## config.mk

```make
export PLATFORM = sky130hd
export DESIGN_NAME = bsg_chip_io_link_arbiter
export DESIGN_NICKNAME = d
export VERILOG_FILES = /design/src/rtl/bsg_chip_io_link_arbiter.sv
export SDC_FILE = /design/constraint.sdc
export NUM_CORES = 1
export LEC_CHECK = 0
export CORE_ASPECT_RATIO = 0.6
export CORE_UTILIZATION = 35
export DETAILED_ROUTE_END_ITERATION = 10
export PLACE_DENSITY = 0.84
export SETUP_SLACK_MARGIN = 0.2
export SLEW_MARGIN = 10
export SYNTH_ARGS = -nofsm -noshare
export SYNTH_HDL_FRONTEND = slang
export SYNTH_SLANG_ARGS = --single-unit
```

## constraint.sdc

```tcl
create_clock -name clk_i -period 4.05 [get_ports clk_i]
set_input_delay 1.0125 -clock clk_i [delete_from_list [all_inputs] [get_ports clk_i]]
set_output_delay 1.0125 -clock clk_i [all_outputs]
set_load 0.05 [all_outputs]
```

## src/rtl/bsg_chip_io_link_arbiter.sv

```systemverilog
// Round-robin packet arbiter in front of one IO link uplink core-side port.
// Whole packets are granted: the header's low len_width_p bits give the number
// of body flits, and the grant stays locked until the last body flit is taken.
// Ports:
//   clk_i, reset_i          core clock, synchronous active-high reset
//   req_v_i/req_data_i      per-requester flit valid / flit (flat, requester i at [i*width_p +: width_p])
//   req_ready_and_o         per-requester ready (only the granted requester can see ready)
//   link_v_o/link_data_o    flit to uplink (zero-latency mux of the granted requester)
//   link_ready_and_i        uplink ready
//   grant_id_o              selected requester (don't-care when link_v_o=0)
//   locked_o                packet in progress (header accepted, body remaining)
module bsg_chip_io_link_arbiter #(
  parameter int unsigned num_req_p   = 4,
  parameter int unsigned width_p     = 32,
  parameter int unsigned len_width_p = 4,
  localparam int unsigned id_width_lp = $clog2(num_req_p)
) (
  input  logic                           clk_i,
  input  logic                           reset_i,
  input  logic [num_req_p-1:0]           req_v_i,
  input  logic [num_req_p*width_p-1:0]   req_data_i,
  output logic [num_req_p-1:0]           req_ready_and_o,
  output logic                           link_v_o,
  output logic [width_p-1:0]             link_data_o,
  input  logic                           link_ready_and_i,
  output logic [id_width_lp-1:0]         grant_id_o,
  output logic                           locked_o
);

  typedef enum logic [1:0] {IDLE, HOLD, BUSY} state_e;

  state_e                   state_r, state_n;
  logic [id_width_lp-1:0]   rr_ptr_r, rr_ptr_n;
  logic [id_width_lp-1:0]   grant_r, grant_n;
  logic [len_width_p-1:0]   cnt_r, cnt_n;

  logic [id_width_lp-1:0]   winner;
  logic                     any_v;
  logic [id_width_lp-1:0]   grant;
  logic                     has_grant;
  logic                     xfer;
  logic [len_width_p-1:0]   hdr_len;
  int unsigned              idx;

  // Modulo-num_req_p increment; works for non-power-of-2 counts.
  function automatic logic [id_width_lp-1:0] next_id(input logic [id_width_lp-1:0] g);
    return (g == id_width_lp'(num_req_p - 1)) ? '0 : g + id_width_lp'(1);
  endfunction

  // Circular priority search starting at rr_ptr_r.
  always_comb begin
    winner = '0;
    any_v  = 1'b0;
    idx    = 0;
    for (int unsigned k = 0; k < num_req_p; k++) begin
      idx = 32'(rr_ptr_r) + k;
      if (idx >= num_req_p) idx = idx - num_req_p;
      if (!any_v && req_v_i[id_width_lp'(idx)]) begin
        any_v  = 1'b1;
        winner = id_width_lp'(idx);
      end
    end
  end

  // Only IDLE arbitrates freely; HOLD and BUSY keep the registered grant.
  always_comb begin
    grant     = grant_r;
    has_grant = 1'b1;
    if (state_r == IDLE) begin
      grant     = winner;
      has_grant = any_v;
    end
  end

  // Pure data mux: no storage between requester and link.
  always_comb begin
    link_data_o = '0;
    for (int unsigned i = 0; i < num_req_p; i++) begin
      if (grant == id_width_lp'(i)) link_data_o = req_data_i[i*width_p +: width_p];
    end
  end

  always_comb begin
    link_v_o   = has_grant & req_v_i[grant] & ~reset_i;
    grant_id_o = grant;
    locked_o   = (state_r == BUSY) & ~reset_i;
    xfer       = link_v_o & link_ready_and_i;
    hdr_len    = link_data_o[len_width_p-1:0];
    for (int unsigned i = 0; i < num_req_p; i++) begin
      req_ready_and_o[i] = link_ready_and_i & has_grant & ~reset_i & (grant == id_width_lp'(i));
    end
  end

  // Next-state logic.
  always_comb begin
    state_n  = state_r;
    rr_ptr_n = rr_ptr_r;
    grant_n  = grant_r;
    cnt_n    = cnt_r;
    case (state_r)
      IDLE: begin
        if (any_v) begin
          grant_n = winner;
          if (xfer) begin
            if (hdr_len == '0) begin
              rr_ptr_n = next_id(winner);
            end else begin
              state_n = BUSY;
              cnt_n   = hdr_len;
            end
          end else begin
            // Freeze the offered header until the link takes it.
            state_n = HOLD;
          end
        end
      end
      HOLD: begin
        if (!req_v_i[grant_r]) begin
          state_n = IDLE;
        end else if (xfer) begin
          if (hdr_len == '0) begin
            state_n  = IDLE;
            rr_ptr_n = next_id(grant_r);
          end else begin
            state_n = BUSY;
            cnt_n   = hdr_len;
          end
        end
      end
      BUSY: begin
        // cnt_r >= 1 throughout BUSY, so the decrement cannot underflow.
        if (xfer) begin
          cnt_n = cnt_r - len_width_p'(1);
          if (cnt_r == len_width_p'(1)) begin
            state_n  = IDLE;
            rr_ptr_n = next_id(grant_r);
          end
        end
      end
      default: state_n = IDLE;
    endcase
  end

  // State registers.
  always_ff @(posedge clk_i) begin
    if (reset_i) begin
      state_r  <= IDLE;
      rr_ptr_r <= '0;
      grant_r  <= '0;
      cnt_r    <= '0;
    end else begin
      state_r  <= state_n;
      rr_ptr_r <= rr_ptr_n;
      grant_r  <= grant_n;
      cnt_r    <= cnt_n;
    end
  end

endmodule
```

# ---- Word-level counts from Yosys, hierarchy flattened
# Cells that the tools add are included.
dict set report classes {
  n_div 0
  bitwise 11
  n_shift 0
  eq_ne 18
  n_lt_le_gt_ge 10
  mul 0
  n_reduce_logical 14
  muxes 56
  add_sub_neg 10
}
# operator count
set op_table {}
lappend op_table {{two-way mux 32 bit} 4}
lappend op_table {{two-way mux 2 bit} 27}
lappend op_table {{two-way mux 4 bit} 5}
lappend op_table {{less-than comparator 2 x 3 -> 1 bit, second input constant} 6}
lappend op_table {{binary-select mux 1 bit (select 2 bit)} 6}
lappend op_table {{inequality test 2 bit, second input constant} 6}
lappend op_table {{case mux 2 bit (3 select lines)} 2}
lappend op_table {{case mux 4 bit (3 select lines)} 1}
lappend op_table {{two-way mux 1 bit} 11}
lappend op_table {{bitwise AND 1 bit} 10}
lappend op_table {{== test 2 bit, second input constant} 5}
lappend op_table {{greater-or-equal comparator 3 bit, second input constant} 3}
lappend op_table {{AND reduction 9 bit} 1}
lappend op_table {{subtractor 2 x 1 -> 2 bit, second input constant} 4}
lappend op_table {{adder 2 x 2 -> 3 bit, second input constant} 2}
lappend op_table {{inequality test 3 bit, second input constant} 2}
lappend op_table {{AND reduction 5 bit} 1}
lappend op_table {{adder 2 x 1 -> 2 bit, second input constant} 2}
lappend op_table {{== test 2 x 1 -> 1 bit, second input constant} 2}
lappend op_table {{== test 4 x 1 -> 1 bit, second input constant} 1}
lappend op_table {{zero test 2 bit} 2}
lappend op_table {{zero test 4 bit} 1}
lappend op_table {{inequality test 2 x 1 -> 1 bit, second input constant} 2}
lappend op_table {{AND reduction 4 bit} 1}
lappend op_table {{8 further kinds} 12}
dict set report word_totals {
  reg_bits 10
  output_inout_bits 40
  latchBits 0
  mem_count 0
  word_cells 123
  in_bits 135
  ram_bits 0
  rom_bits 0
}

# ---- Logic depth before layout (Yosys ltp)
dict set report depth {
  depth_word 25
  ltp_mapped 11
  ltp_nobuf 11
}

# ---- Worst setup path after synthesis
# Ideal clock, no wire load.
dict set report synth_timing {
  kind {input to output}
  from {in req_v_i[2]}
  to {out req_ready_and_o[0]}
  required_ps 3038
  path_buffers 3
  path_slack_ps -728
  t_arrival_ps 3765
  stages 8
  path_cell_list {buf_6 nor2b_1 a2111o_1 nand3_1 inv_2 buf_2 clkbuf_1 nor3_1}
}
dict set report synth_via {
  word_cells_on_any_way 28
  cone_classes {mux (18); bitwise (3); reduce/logical (7)}
}
# item line_no
set synth_rtl {}
lappend synth_rtl {{from (decl)} 20} ;# input logic [num_req_p-1:0] req_v_i,
lappend synth_rtl {{binary-select mux 1 bit (select 2 bit)} 58} ;# if (!any_v && req_v_i[id_width_lp'(idx)]) begin
lappend synth_rtl {{two-way mux 1 bit (implied by the code)} 58}
lappend synth_rtl {{two-way mux 1 bit} 58}
lappend synth_rtl {{zero test 1 bit} 58}
lappend synth_rtl {{logical AND 1 bit} 58}
lappend synth_rtl {{two-way mux 1 bit} 58}
lappend synth_rtl {{zero test 1 bit} 58}
lappend synth_rtl {{logical AND 1 bit} 58}
lappend synth_rtl {{two-way mux 1 bit} 58}
lappend synth_rtl {{zero test 1 bit} 58}
lappend synth_rtl {{logical AND 1 bit} 58}
lappend synth_rtl {{two-way mux 2 bit *} 58}
lappend synth_rtl {{two-way mux 2 bit *} 69} ;# if (state_r == IDLE) begin
lappend synth_rtl {{net grant_id_o[1]} 26} ;# output logic [id_width_lp-1:0] grant_id_o,
lappend synth_rtl {{zero test 2 bit *} 90} ;# req_ready_and_o[i] = link_ready_and_i & has_grant & ~reset_i & (grant == id_width_lp'(i));
lappend synth_rtl {{bitwise AND 1 bit *} 90}
lappend synth_rtl {{to (decl)} 22} ;# output logic [num_req_p-1:0] req_ready_and_o,
# The timed path passes the listed nets; every way through them passes the cells marked *. The select of a mux whose other input is x is not followed.

# ---- Final worst setup path
dict set report layout_timing {
  from {in req_v_i[3]}
  to {out link_data_o[3]}
}
dict set report layout_via {
  elab_chain_cells 18
  word_cells_on_any_way 30
  cone_classes {eq/ne (3); mux (20); reduce/logical (7)}
}
# item line_no
set layout_rtl {}
lappend layout_rtl {{binary-select mux 1 bit (select 2 bit)} 58}
lappend layout_rtl {{two-way mux 1 bit (implied by the code)} 58}
lappend layout_rtl {{two-way mux 1 bit} 58}
lappend layout_rtl {{zero test 1 bit} 58}
lappend layout_rtl {{logical AND 1 bit} 58}
lappend layout_rtl {{two-way mux 1 bit} 58}
lappend layout_rtl {{zero test 1 bit} 58}
lappend layout_rtl {{logical AND 1 bit} 58}
lappend layout_rtl {{two-way mux 1 bit} 58}
lappend layout_rtl {{zero test 1 bit} 58}
lappend layout_rtl {{logical AND 1 bit} 58}
lappend layout_rtl {{two-way mux 2 bit *} 58}
lappend layout_rtl {{two-way mux 2 bit *} 69}
lappend layout_rtl {{zero test 2 bit} 79} ;# if (grant == id_width_lp'(i)) link_data_o = req_data_i[i*width_p +: width_p];
lappend layout_rtl {{two-way mux 32 bit (3 in a row)} 79}
lappend layout_rtl {{two-way mux 32 bit *} 79}
lappend layout_rtl {{to (decl)} 24} ;# output logic [width_p-1:0] link_data_o,
# Mark *: on every way between the ends. The rest lies on a longest branch, timed or not. The select of a mux whose other input is x is not followed.

==> impl_results.md <==
- Outcome: completed
- Fmax: between 200 and 300 MHz
- Cells after synthesis: approximately 370
- Die H: ~64 um
- Post-Place Setup Slack: -0.136 ns
- Die Span X: between 100 and 150 um
- Pins Over Slew Limit: 0
- Mapped Nets: slightly above 500
- Number of port buffers: approximately 170
- Syn avg cell area: 6.07 um2
- Crit path max-delay family: buffers and inverters
- FF+latch area: 200 um2
- Crit path cell chain: dlygate4sd2_1 -> a2111o_1 -> nand3_4 -> inv_4 -> buf_12 -> mux2i_1 -> mux2i_2 -> buf_12
- CP Buf/Inv Count: 4
- Vias in the first global route: 3605
- Core Box Area: a little over 6000 um2
- Seq/Total Area, Yosys: 0.0882
- DRT iter0 DRCs: 326
- Reg-to-reg slack, setup: 0.87 ns
- Critical path startpoint category: input port
- Worst-case reg-to-reg path depth: 11
- CP max stage delay: about 0.39 ns
- Worst EP arrival: roughly 2.8 ns
- DRT Pass-1 Iters: 5
- Crit Path Category: input port to primary output
- Worst-Skew Late Latency: 0.24 ns
- Footprint of the multi-input gates: roughly 2400 um2
- DRC Markers: 0
- Post-synth EDFFs: 0
- TritonCTS Buffers: 3
- Final worst path period need: 3.80 ns
- Wire length on met1: just under 5 mm
- RSZ-0062 raised after global routing: false
- IO Pins: around 180
- Setup tns final: 0 ns
- Largest net degree at the start of global routing: 35
- RR Startpoint: state_r[1]$_SDFFE_PP0P_
- Nets: roughly 710
- Area delta synth->final: 137%
- GRT Resource Usage Total: 0.346
- Min-Delay Startpoint: cnt_r[3]$_SDFFE_PP0P_
- WL final: roughly 12 mm
- Initial antenna violation count: 0
- Number of fill cells: around 330
- Static leakage: 0.00221 uW
- Commonest non-fill, non-tap cell in the layout: clkdlybuf4s50_1
- Clk slew on worst S/H paths: 0.05 ns
- Mapped Area: ~2300 um2
- Top layer used by detailed routing: met4
- Slew HR: 0.629
- Starting Density: 0.366
- Critical-path top delay cell: a2111o_1
- Sink Count: 10
- Placer congestion estimate: between 0.9 and 1
- Worst Hold Class: flop to flop
- Max_cap viols: 0
- Required time worst endpoint: roughly 3 ns
- Hold buffers post-CTS: 0
- Worst VDD drop: 0.800 mV
- Synth warnings: 0
- Vias: 3754
- Final setup violation count: 0
- CTS tree: done
- Hold path depth: 1
- WL met2: about 6 mm
- Overflow after GRT: 0
- Share of cells above drive strength 1: 0.290
- Post-DRT Antenna Nets: 0
- Most frequent cell on the critical path: buf_12
- Worst Setup End Kind: primary output
- First-pass GRT wire length: around 19 mm
- Commonest cells after routing, fill and taps aside: clkdlybuf4s50_1, nand2_1, buf_12
- Post-DP HPWL: between 9 and 10 mm
- Via-to-Cell Ratio: 5.78
- Wire per inst: about 19 um
- Top FF cell, synth: dfxtp_1
- Synth cell types: 57
- Hold Fails Final Rpt: 0
- Fin crit share: 0.939
- Yosys reg bits: 10
- Power Dens Cells: about 1100 nW/um2
- Clock tree buffer depth: 2
- CP Max Fanout: 11
- Slew @ Worst Pin: roughly 0.56 ns
- Async set-reset flop share out of synthesis: 0
- Final WS setup: around 0.25 ns
- # diodes: 0
- H-tree depth: 1
- CTS root buf: clkbuf_8
- Worst Hold Path EP: cnt_r[3]$_SDFFE_PP0P_
- Die ar.: 6820 um2
- Row Count: 22
- Worst clock skew: approximately 0.0025 ns
- Met3 wire length: 975 um
-- report_power, final --
group	internal, uW	leakage [uW]	switching, uW
Clock	65.3	0.0000216	41.4
Sequential	136	0.0000819	68.9
Combinational	2590	0.00210	2960
-- per-layer routing --
metal  vias up  track usage
met5         -            0
met4         0        0.127
met3        43       0.0520
met2       240        0.617
met1      1754        0.422
li1       1717            -
-- cell usage after synthesis (all sizes together) (7+ instances only) --
master / number / share of area
a21oi: 12 / 0.030
clkbuf: 22 / 0.036
dfxtp: 10 / 0.088
nand2: 130 / 0.21
nor4: 8 / 0.025
ha: 7 / 0.039
a31oi: 29 / 0.080
nor2: 9 / 0.016
and3: 31 / 0.085
inv: 14 / 0.023
mux2i: 15 / 0.066
buf: 8 / 0.030
nand3: 7 / 0.015
-- cell type report --
| type | count | area share |
|---|---|---|
| clock buffers | 3 | 0.00766 |
| inverters | 14 | 0.0107 |
| flip-flops and latches | 10 | 0.0372 |
| multi-input cells | 320 | 0.455 |
| well taps | 84 | 0.0195 |
| repair buffers | 218 | 0.470 |
-- stage by stage --
step | total power [uW] | area, um2 | std cells | hold slack, ns | utilization
after CTS | 5720 | 5350 | 648 | 0.552 | 0.863
after global routing | 6090 | 5390 | 649 | 0.585 | 0.870
after global placement | 5260 | 5130 | 641 | 0.509 | 0.828
after detailed placement | 5370 | 5130 | 641 | 0.534 | 0.828
final | 5860 | 5390 | 649 | 0.555 | 0.870
after floorplan | 3220 | 2760 | 374 | 0.490 | -
-- repair_timing --
item,CTS,global route
endpoints found under the hold margin,0,0
buffers inserted,3,0
pin swaps,5,5
gates cloned,1,1
gates resized for setup,40,12
endpoints found under the setup margin,37,33
-- cell families after synthesis --
| logic type | synth area share |
|---|---|
| simple gates | 0.437 |
| fa+ha+maj | 0.0430 |
| flops | 0.0882 |
| mux | 0.0926 |
| compound gates | 0.246 |
| buf+inv | 0.0898 |
| xor+xnor | 0.00386 |
-- worst max path at each step --
stage,start,endpoint,slack (ns),cells past startpoint
5_1_grt,req_v_i[3],link_data_o[27],0.23,10
6_report,req_v_i[3],link_data_o[3],0.25,8
3_5_place_dp,req_v_i[0],link_data_o[18],-0.14,9
4_1_cts,req_v_i[1],link_data_o[21],0.20,9
2_1_floorplan,req_v_i[1],link_data_o[11],0.08,8
3_3_place_gp,req_v_i[0],link_data_o[0],-0.05,10
-- flip-flops by register name, indices dropped and copies added (netlist names), named ones only --
| signal | flops |
|---|---|
| rr_ptr_r | 1 |
| grant_r | 2 |
| state_r | 2 |
| cnt_r | 4 |
No activity file was read; power rests on OpenSTA's default activity.
